## config.mk

```make
export PLATFORM = sky130hd
export DESIGN_NAME = spm_seq
export DESIGN_NICKNAME = d
export VERILOG_FILES = /design/src/rtl/spm_seq.sv
export SDC_FILE = /design/constraint.sdc
export NUM_CORES = 1
export LEC_CHECK = 0
export CORE_AREA = 2 2 94 96
export CTS_BUF_LIST = sky130_fd_sc_hd__clkbuf_4 sky130_fd_sc_hd__clkbuf_8
export DETAILED_ROUTE_END_ITERATION = 10
export DIE_AREA = 0 0 96 98
export PLACE_DENSITY_LB_ADDON = 0.08
export SETUP_SLACK_MARGIN = 0.5
export SYNTH_ARGS = -nofsm -noshare
export SYNTH_HDL_FRONTEND = slang
export SYNTH_SLANG_ARGS = --single-unit
```

## constraint.sdc

```tcl
create_clock -name clk -period 2.25 [get_ports clk]
set_clock_uncertainty 0.05 [all_clocks]
set_input_delay 0.45 -clock clk [delete_from_list [all_inputs] [get_ports clk]]
set_output_delay 0.45 -clock clk [all_outputs]
set_load 0.02 [all_outputs]
```

## src/rtl/spm_seq.sv

```systemverilog
// rtl/spm_seq.sv - operand sequencer and product collector for the serial-parallel multiplier core
//
// Purpose:
//   Accepts one operand pair (in_x signed, in_y unsigned) over a valid/ready
//   handshake. Holds x on the core's parallel input and streams y LSB-first,
//   zero-filled to 2*SIZE bits. Deserialises the core's serial product into a
//   2*SIZE-bit signed result, which is presented over a valid/ready handshake.
//
// Ports:
//   clk, rst_n                      clock (rising edge), async active-low reset
//   in_valid, in_ready              operand handshake (in_ready high only in IDLE)
//   in_x [SIZE-1:0]                 multiplicand, signed
//   in_y [SIZE-1:0]                 multiplier, unsigned
//   out_valid, out_ready            product handshake
//   out_product [2*SIZE-1:0]        signed product, held stable while out_valid
//   busy                            high while a multiplication is in flight
//   spm_rst, spm_x, spm_y, spm_p    clear, parallel x, serial y, serial p of the core

module spm_seq #(
    parameter int SIZE = 16
) (
    input  logic                clk,
    input  logic                rst_n,
    input  logic                in_valid,
    output logic                in_ready,
    input  logic [SIZE-1:0]     in_x,
    input  logic [SIZE-1:0]     in_y,
    output logic                out_valid,
    input  logic                out_ready,
    output logic [2*SIZE-1:0]   out_product,
    output logic                busy,
    output logic                spm_rst,
    output logic [SIZE-1:0]     spm_x,
    output logic                spm_y,
    input  logic                spm_p
);

    localparam int CNT_W = $clog2(2*SIZE);
    localparam logic [CNT_W-1:0] LAST = CNT_W'(2*SIZE - 1);

    typedef enum logic [2:0] {
        IDLE  = 3'd0,
        CLR   = 3'd1,
        SHIFT = 3'd2,
        TAIL  = 3'd3,
        DONE  = 3'd4
    } state_t;

    state_t              state;
    state_t              state_nxt;
    logic [CNT_W-1:0]    counter;
    logic [SIZE-1:0]     x_reg;
    logic [SIZE-1:0]     y_sreg;
    logic [2*SIZE-1:0]   prod_sreg;

    always_ff @(posedge clk or negedge rst_n) begin
        if (!rst_n) begin
            state <= IDLE;
        end else begin
            state <= state_nxt;
        end
    end

    always_comb begin
        state_nxt = state;
        case (state)
            IDLE:    if (in_valid) state_nxt = CLR;
            CLR:     state_nxt = SHIFT;
            SHIFT:   if (counter == LAST) state_nxt = TAIL;
            TAIL:    state_nxt = DONE;
            DONE:    if (out_ready) state_nxt = IDLE;
            default: state_nxt = IDLE;
        endcase
    end

    // The core answers one cycle late: the y bit applied at counter k shows up
    // as product bit k during counter k+1. So the first SHIFT cycle has nothing
    // to capture, and TAIL captures the final (MSB) bit.
    always_ff @(posedge clk or negedge rst_n) begin
        if (!rst_n) begin
            counter   <= '0;
            x_reg     <= '0;
            y_sreg    <= '0;
            prod_sreg <= '0;
        end else begin
            case (state)
                IDLE: begin
                    if (in_valid) begin
                        x_reg     <= in_x;
                        y_sreg    <= in_y;
                        prod_sreg <= '0;
                    end
                end
                CLR: begin
                    counter <= '0;
                end
                SHIFT: begin
                    // Zero fill supplies the upper SIZE y bits to the core.
                    y_sreg  <= {1'b0, y_sreg[SIZE-1:1]};
                    counter <= counter + CNT_W'(1);
                    if (counter != '0) begin
                        prod_sreg <= {spm_p, prod_sreg[2*SIZE-1:1]};
                    end
                end
                TAIL: begin
                    prod_sreg <= {spm_p, prod_sreg[2*SIZE-1:1]};
                end
                default: ;
            endcase
        end
    end

    assign in_ready    = (state == IDLE);
    assign out_valid   = (state == DONE);
    assign busy        = (state == CLR) || (state == SHIFT) || (state == TAIL);
    assign spm_rst     = (state == IDLE) || (state == CLR);
    assign spm_x       = x_reg;
    assign spm_y       = (state == SHIFT) ? y_sreg[0] : 1'b0;
    assign out_product = prod_sreg;

endmodule

```

Word-level counts from Yosys, hierarchy flattened:

Cells that the tools add are included.

* flip-flop bits (word level): 72
* input port bits: 37
* output and inout port bits: 53
* word-level logic and storage cells: 38

* eq/ne operators: 9
* muxes and demuxes: 11
* add/subtract/negate cells: 1
* reductions and logical operators: 12

Operators with widths (count)
* 32-bit case mux with 3 select lines: 1
* 32-bit 2-to-1 mux: 2
* 16-bit case mux with 2 select lines: 1
* 16-bit 2-to-1 mux: 1
* 3-bit case mux with 5 select lines: 1
* 5-bit case mux with 2 select lines: 1
* 3-bit 2-to-1 mux: 3
* 3-bit by 2-bit == test with 1-bit output (second input constant): 2
* 2-bit inequality test (second input constant): 3
* 3-bit AND reduction: 2
* 5-bit by 1-bit adder with 5-bit output (second input constant): 1
* 5-bit == test (second input constant): 1
* 5-bit nonzero test: 1
* 2-bit AND reduction: 2
* 2-bit nonzero test: 2
* 3-bit by 1-bit == test with 1-bit output (second input constant): 1
* 3-bit == test (second input constant): 1
* 3-bit logical NOT: 1
* 1-bit logical OR: 3
* 3-bit nonzero test: 1
* 2-bit by 1-bit inequality test with 1-bit output (second input constant): 1
* 1-bit 2-to-1 mux: 1

Depth between registers and ports, before layout:

* depth after elaboration: 3
* depth in mapped cells: 6
* gate-level depth less buffers: 5

Least setup slack after synthesis:

OpenSTA, ideal clock, no wires.

* path type: register to output
* start: reg state[0]
* end: out spm_y
* arrival time: 1.312 ns
* cell stages (with the launch flop): 5
* slack: 0.438 ns
* data required time: 1.750 ns
* cell sequence: dfrtp_1 buf_2 nor3b_4 buf_2 and2_1

* word-level cells in the longest chain between the ends: 2

RTL lines
* from (decl): RTL line 49 `state_t state;`
* from (signal assigned): RTL line 60 `state <= state_nxt;`
* 3-bit by 2-bit == test with 1-bit output: RTL line 118 `assign spm_y = (state == SHIFT) ? y_sreg[0] : 1'b0;`
* 1-bit 2-to-1 mux: RTL line 118
* to (decl): RTL line 34 `output logic spm_y,`

No other way between the ends.

Final worst setup path:

* start: reg state[2]
* end: out spm_y

Same word-level chain as after synthesis.

==> flow_metrics.py <==
metrics = {
    "run_status": {
        "outcome": "finished clean",
    },
    "finish": {
        "diodes": 0,
        "fillers": 791,
        "final_cell_mix": "dfrtp_1, dlygate4sd2_1, inv_1, nand2_1, clkdlybuf4s50_1",
        "final_nets": 423,
        "layout_commonest_cell": "dfrtp_1",
        "area_growth_pct": 41.8,
        "register_area_mm2": 0.00181,
        "multi_input_area_mm2": 0.00117,
        "drive_gt1_share_pct": 19.3,
    },
    "power_and_ir_drop": {
        "sequentialPowerShare_pct": 31.7,
        "switching_share_pct": 36.2,
        "irDropWorstVdd_v": 0.00102,
        "p_switching_mw": 2.16,
        "power_frac_comb_pct": 51.0,
        "leakagePower_nw": 2.34,
        "internal_power_mw": 3.81,
        "power_density_mw_per_mm2": 1300,
        "clkPwrFrac_pct": 17.3,
    },
    "die": {
        "core.rowCount": 34,
        "dieArea_mm2": 0.00941,
        "core_mm2": 0.00847,
        "io_pins": 90,
        "initial_core_util_pct": 38.3,
        "die_y_um": 98,
        "dieWidth_um": 96,
    },
    "routing": {
        "via_count": 2312,
        "dr.pass1.iters": 4,
        "wl_per_cell_um": 14.3,
        "routed_wl_um": 7090,
        "drcViolationCount": 0,
        "vias_per_cell": 4.66,
        "antenna_left": 0,
        "drt-initial-drc-count": 93,
    },
    "global_route": {
        "grt_pass1_vias": 2301,
        "antenna_found_initial": 0,
        "grt_max_degree": 38,
        "grt_pass1_wl_um": 11200,
        "grt_usage_pct": 15.5,
        "globalRouteOverflowTotal": 0,
    },
    "yosys": {
        "synthSimpleGateAreaFrac_pct": 8.33,
        "synth_edf_count": 0,
        "synth_area_per_cell_um2": 11.9,
        "ys_async_sr_fraction_pct": 100,
        "syn_area_mm2": 0.00324,
        "synth_top_family_by_area": "multiplexers",
        "synth_seq_cells": 72,
        "synth-compound-area-share_pct": 9.72,
        "seq_area_frac_synth_pct": 55.6,
        "synth.area.mux_share_pct": 16.0,
        "syn_nets": 313,
        "synth_cell_types": 30,
        "ys.flop_type": "dfrtp_1",
        "synth-adder-area-share_pct": 1.16,
        "synth_xor_area_share_pct": 0.540,
        "synth_cells": 273,
        "yosys_warnings": 0,
    },
    "cts": {
        "cts_buffers": 9,
        "cts_buffer_depth": 2,
        "path_clk_slew_ns": 0.07,
        "cts_htree_levels": 3,
        "cts_tree": "built",
        "cts_hold_buf": 0,
        "cts.sinks": 72,
        "root_buffer": "clkbuf_8",
        "clk-insertion-delay-late_ns": 0.35,
    },
    "timing": {
        "finalSetupTns_ns": 0,
        "hold_violations": 0,
        "fmax_ghz": 0.540,
        "fin_hold_ws_ns": 0.00869,
        "period_share_pct": 82.3,
        "slew_headroom_pct": 67.1,
        "fin_crit_ns": 1.85,
        "tightest_slew_ns": 0.493,
        "slew_viol_final": 0,
        "finalSetupViolCount": 0,
        "rsz0062_at_grt": "true",
    },
    "setup_path": {
        "cp_max_fo": 7,
        "criticalPathCategory": "reg2out",
        "cp-start-kind": "flip-flop",
        "cp.required_ns": 1.75,
        "end_kind": "output pin",
        "cp_data_arrival_time_ns": 1.35,
    },
    "place": {
        "dpl.hpwl_um": 4420,
        "portBuffers": 89,
        "gp_congestion": 0.716,
    },
    "flow_run": {
        "drv_cap": 0,
    },
    "hold_path": {
        "hold_path.class": "in2async",
    },
}
==> state kept, by name, indices dropped and copies added, names as in the netlist <==
register     cells
y_sreg          16
state            3
spm_x           16
out_product     32
counter          5
==> critical path, stage by stage, from the launching register on <==
cell     delay [ns]
dfrtp_2        0.47
nor3b_4        0.25
and2_4         0.18
buf_6          0.11
==> cell usage after synthesis (all sizes together), types with 2 or more instances <==
| cell type | n | area, um2 |
|---|---|---|
| a21o | 15 | 113 |
| a22o | 17 | 149 |
| buf | 11 | 119 |
| clkbuf | 5 | 18.8 |
| dfrtp | 72 | 1800 |
| ha | 3 | 37.5 |
| inv | 38 | 143 |
| mux2 | 16 | 180 |
| mux2i | 34 | 340 |
| nand2 | 38 | 143 |
| nand2b | 2 | 12.5 |
| nor2 | 4 | 17.5 |
| nor3 | 2 | 10.0 |
| nor4b | 2 | 38.8 |
| o21ai | 4 | 20.0 |
| xnor2 | 2 | 17.5 |
==> repair_timing <==
item | 4_1_cts | 5_1_grt
endpoints found under the setup margin | 110 | 57
buffers inserted | 5 | 6
resized for setup | 78 | 10
pin swaps | 2 | 3
gates cloned | 2 | 3
==> layout make-up <==
class	instances	share of cell area [%]
Clock inverter	5	1.22
Clock buffer	11	3.16
Timing Repair Buffer	115	24.9
Sequential cell	72	39.3
Tap cell	108	2.94
Inverter	38	3.10
Multi-Input combinational cell	147	25.4
==> per-stage QoR <==
| step | instance area (um2) | power (mW) | utilization [%] | instances | setup WS [ns] |
|---|---|---|---|---|---|
| 6_report | 4600 | 5.98 | 54.3 | 496 | 0.398 |
| 5_1_grt | 4600 | 6.35 | 54.3 | 496 | 0.359 |
| 4_1_cts | 4470 | 5.65 | 52.8 | 487 | 0.374 |
| 3_5_place_dp | 4250 | 4.59 | 50.1 | 464 | 0.172 |
| 3_3_place_gp | 4250 | 4.57 | 50.1 | 464 | 0.203 |
| 2_1_floorplan | 3250 | 3.82 | - | 273 | 0.513 |
==> path summary, 6_finish.rpt <==
check / from / end / slack, ns / cells after the start
max in group asynchronous: rst_n / state[2] / 1.57 / 2
worst max-delay path: state[2] / spm_y / 0.40 / 3
worst min register to register: y_sreg[9] / y_sreg[9] / 0.43 / 1
min in group clk: y_sreg[9] / y_sreg[9] / 0.43 / 1
worst min-delay path: rst_n / spm_x[0] / 0.009 / 1
worst max register to register: state[1] / out_product[6] / 0.45 / 6
==> power groups by stage <==
| stage | Sequential (mW) | Clock, mW | Combinational (mW) |
|---|---|---|---|
| global placement | 1.93 | 0 | 2.64 |
| global route | 1.95 | 1.14 | 3.27 |
| floorplan | 2.07 | 0 | 1.75 |
| finish | 1.89 | 1.03 | 3.05 |
| detailed placement | 1.94 | 0 | 2.65 |
| CTS | 1.90 | 1.07 | 2.68 |
==> cells by family after synthesis <==
family	Yosys count
simple gates	54
compound gates	38
mux	50
buf+inv	54
fa+ha+maj	3
xor+xnor	2
flops	72
==> layer usage <==
layer / share of wire (%) / vias up / global-route usage, %
met3: 5.0 / 11 / 4.78
met1: 47 / 1134 / 21.6
li1: - / 1118 / -
met2: 46 / 49 / 22.6
met4: 1.6 / 0 / 5.93
met5: 0 / - / 0
Note: power is estimated with default switching activity, not from simulation.
==> patch: new RTL, same flow settings <==
Set the parameter `SIZE` to 8 (it was 16).
--- a/src/rtl/spm_seq.sv
+++ b/src/rtl/spm_seq.sv
@@ -19,3 +19,3 @@
 module spm_seq #(
-    parameter int SIZE = 16
+    parameter int SIZE = 8
 ) (
Ports: changed (resized in_x, in_y, out_product and spm_x); port bits go from 90 to 50. No check against the original RTL was run, so the function may have changed too.
==> patch against the original RTL <==
Routed wire length is 33% lower; largest cell class unchanged; clock power shrank 52%; fmax rose by 5.5%; total power fell by 38%; sequential cell count down 33; critical endpoint is now y_sreg[6]; via count down 38%; register-to-register slack improved by 0.08 ns; largest power group unchanged; cell area shrank 42%; sequential share of layout area down 2.7 points; setup slack better by 0.096 ns; synthesized area down 44%; core utilization down 23 points.
==> patch: results (changes against the original RTL) <==
| Stage | Parameter | Reported | vs unedited |
|---|---|---|---|
| setup path | Kind of cell adding the most delay to the critical path | simple AND/OR/NAND/NOR gates |  |
| synth | Synthesized netlist cell count | 171 | -37% |
| setup path | CP max FO | 11 | +4 |
| placement | Final weighted congestion of routability-driven global placement | 0.6921 | -3.3% |
| grt | Grt met2 use | 0.1538 | -0.07212 |
| grt | Vias in the first global route | 1481 | -36% |
| cts | H-tree levels | 2 | -1 |
| status | Run status | complete, no violations |  |
| synth | Sequential-to-total area share from yosys stat | 0.5398 | -0.01576 |
| placement | Setup slack after placement | 0.1837 ns | +0.01160 ns |
| layout | Share of final-layout standard cells stronger than drive strength 1 | 0.2479 | +0.05463 |
| layout | Post-route non-filler standard cell count | 350 | -29% |
| route | Iter 0 DRT Violations | 47 | -49% |
| cts | CTS buffer count | 5 | -4 |
| grt | Global-route wire length before repair | 7314 um | -35% |
| synth | XOR/XNOR Fraction of Synth Area | 0.009689 | +0.004287 |
| power and ir drop | Leakage Power | 0.001329 uW | -43% |
| layout | Filler cells | 881 | +11% |
| cts | Post-cts resize count | 51 | -35% |
| placement | Placed instance area | 2434 um2 | -43% |
| sta | Slew @ Worst Pin | 0.5285 ns | +0.03519 ns |
| synth | Post-synthesis adder-cell area fraction | 0.01384 | +0.002267 |
| setup path | Capture point of the worst path | y_sreg[6] |  |
| synth | Top area cells in the synthesized netlist | sky130_fd_sc_hd__dfrtp_1 54%, sky130_fd_sc_hd__nand2_1 8.1%, sky130_fd_sc_hd__mux2i_1 4.4%, sky130_fd_sc_hd__mux2_2 3.7%, sky130_fd_sc_hd__nor2_1 3.1% |  |
| route | Routed wire length on met2 | 2197 um | -33% |
| placement | HPWL Detailed | 2980 um | -33% |
| setup path | CP Launch Point | in_valid |  |
| synth | Distinct cells, synth | 29 | -3.3% |
| setup path | Worst reg2reg path depth | 4 | -2 |
| synth | Commonest cells in the netlist | 39 x sky130_fd_sc_hd__dfrtp_1, 39 x sky130_fd_sc_hd__nand2_1, 15 x sky130_fd_sc_hd__nor2_1, 12 x sky130_fd_sc_hd__inv_1, 8 x sky130_fd_sc_hd__mux2i_1 |  |
| power and ir drop | Power density over the cells | 1374 nW/um2 | +5.7% |
| power and ir drop | Sequential Power Share | 0.311 | -0.006 |
| grt | Routing usage on met3 | 0.04090 | -0.006944 |
patch: changes by cell type in the layout (fill, tap and decap cells not counted), moves of 14 or more:
| cell | before | now |
|---|---|---|
| sky130_fd_sc_hd__a21o_1 | 15 | 1 |
| sky130_fd_sc_hd__dfrtp_1 | 69 | 36 |
| sky130_fd_sc_hd__a22o_1 | 17 | 2 |
| sky130_fd_sc_hd__mux2i_1 | 34 | 8 |
| sky130_fd_sc_hd__mux2_2 | 15 | 1 |
| sky130_fd_sc_hd__dlygate4sd2_1 | 48 | 24 |
| sky130_fd_sc_hd__inv_1 | 38 | 11 |
| sky130_fd_sc_hd__clkdlybuf4s50_1 | 35 | 19 |
patch: cell type report:
type | instances | area share
repair buffers | 72 | 0.2453
inverters | 12 | 0.01679
flip-flops and latches | 39 | 0.3652
well taps | 108 | 0.05037
clock inverters | 1 | 0.001866
clock buffers | 7 | 0.03125
multi-input cells | 111 | 0.2892
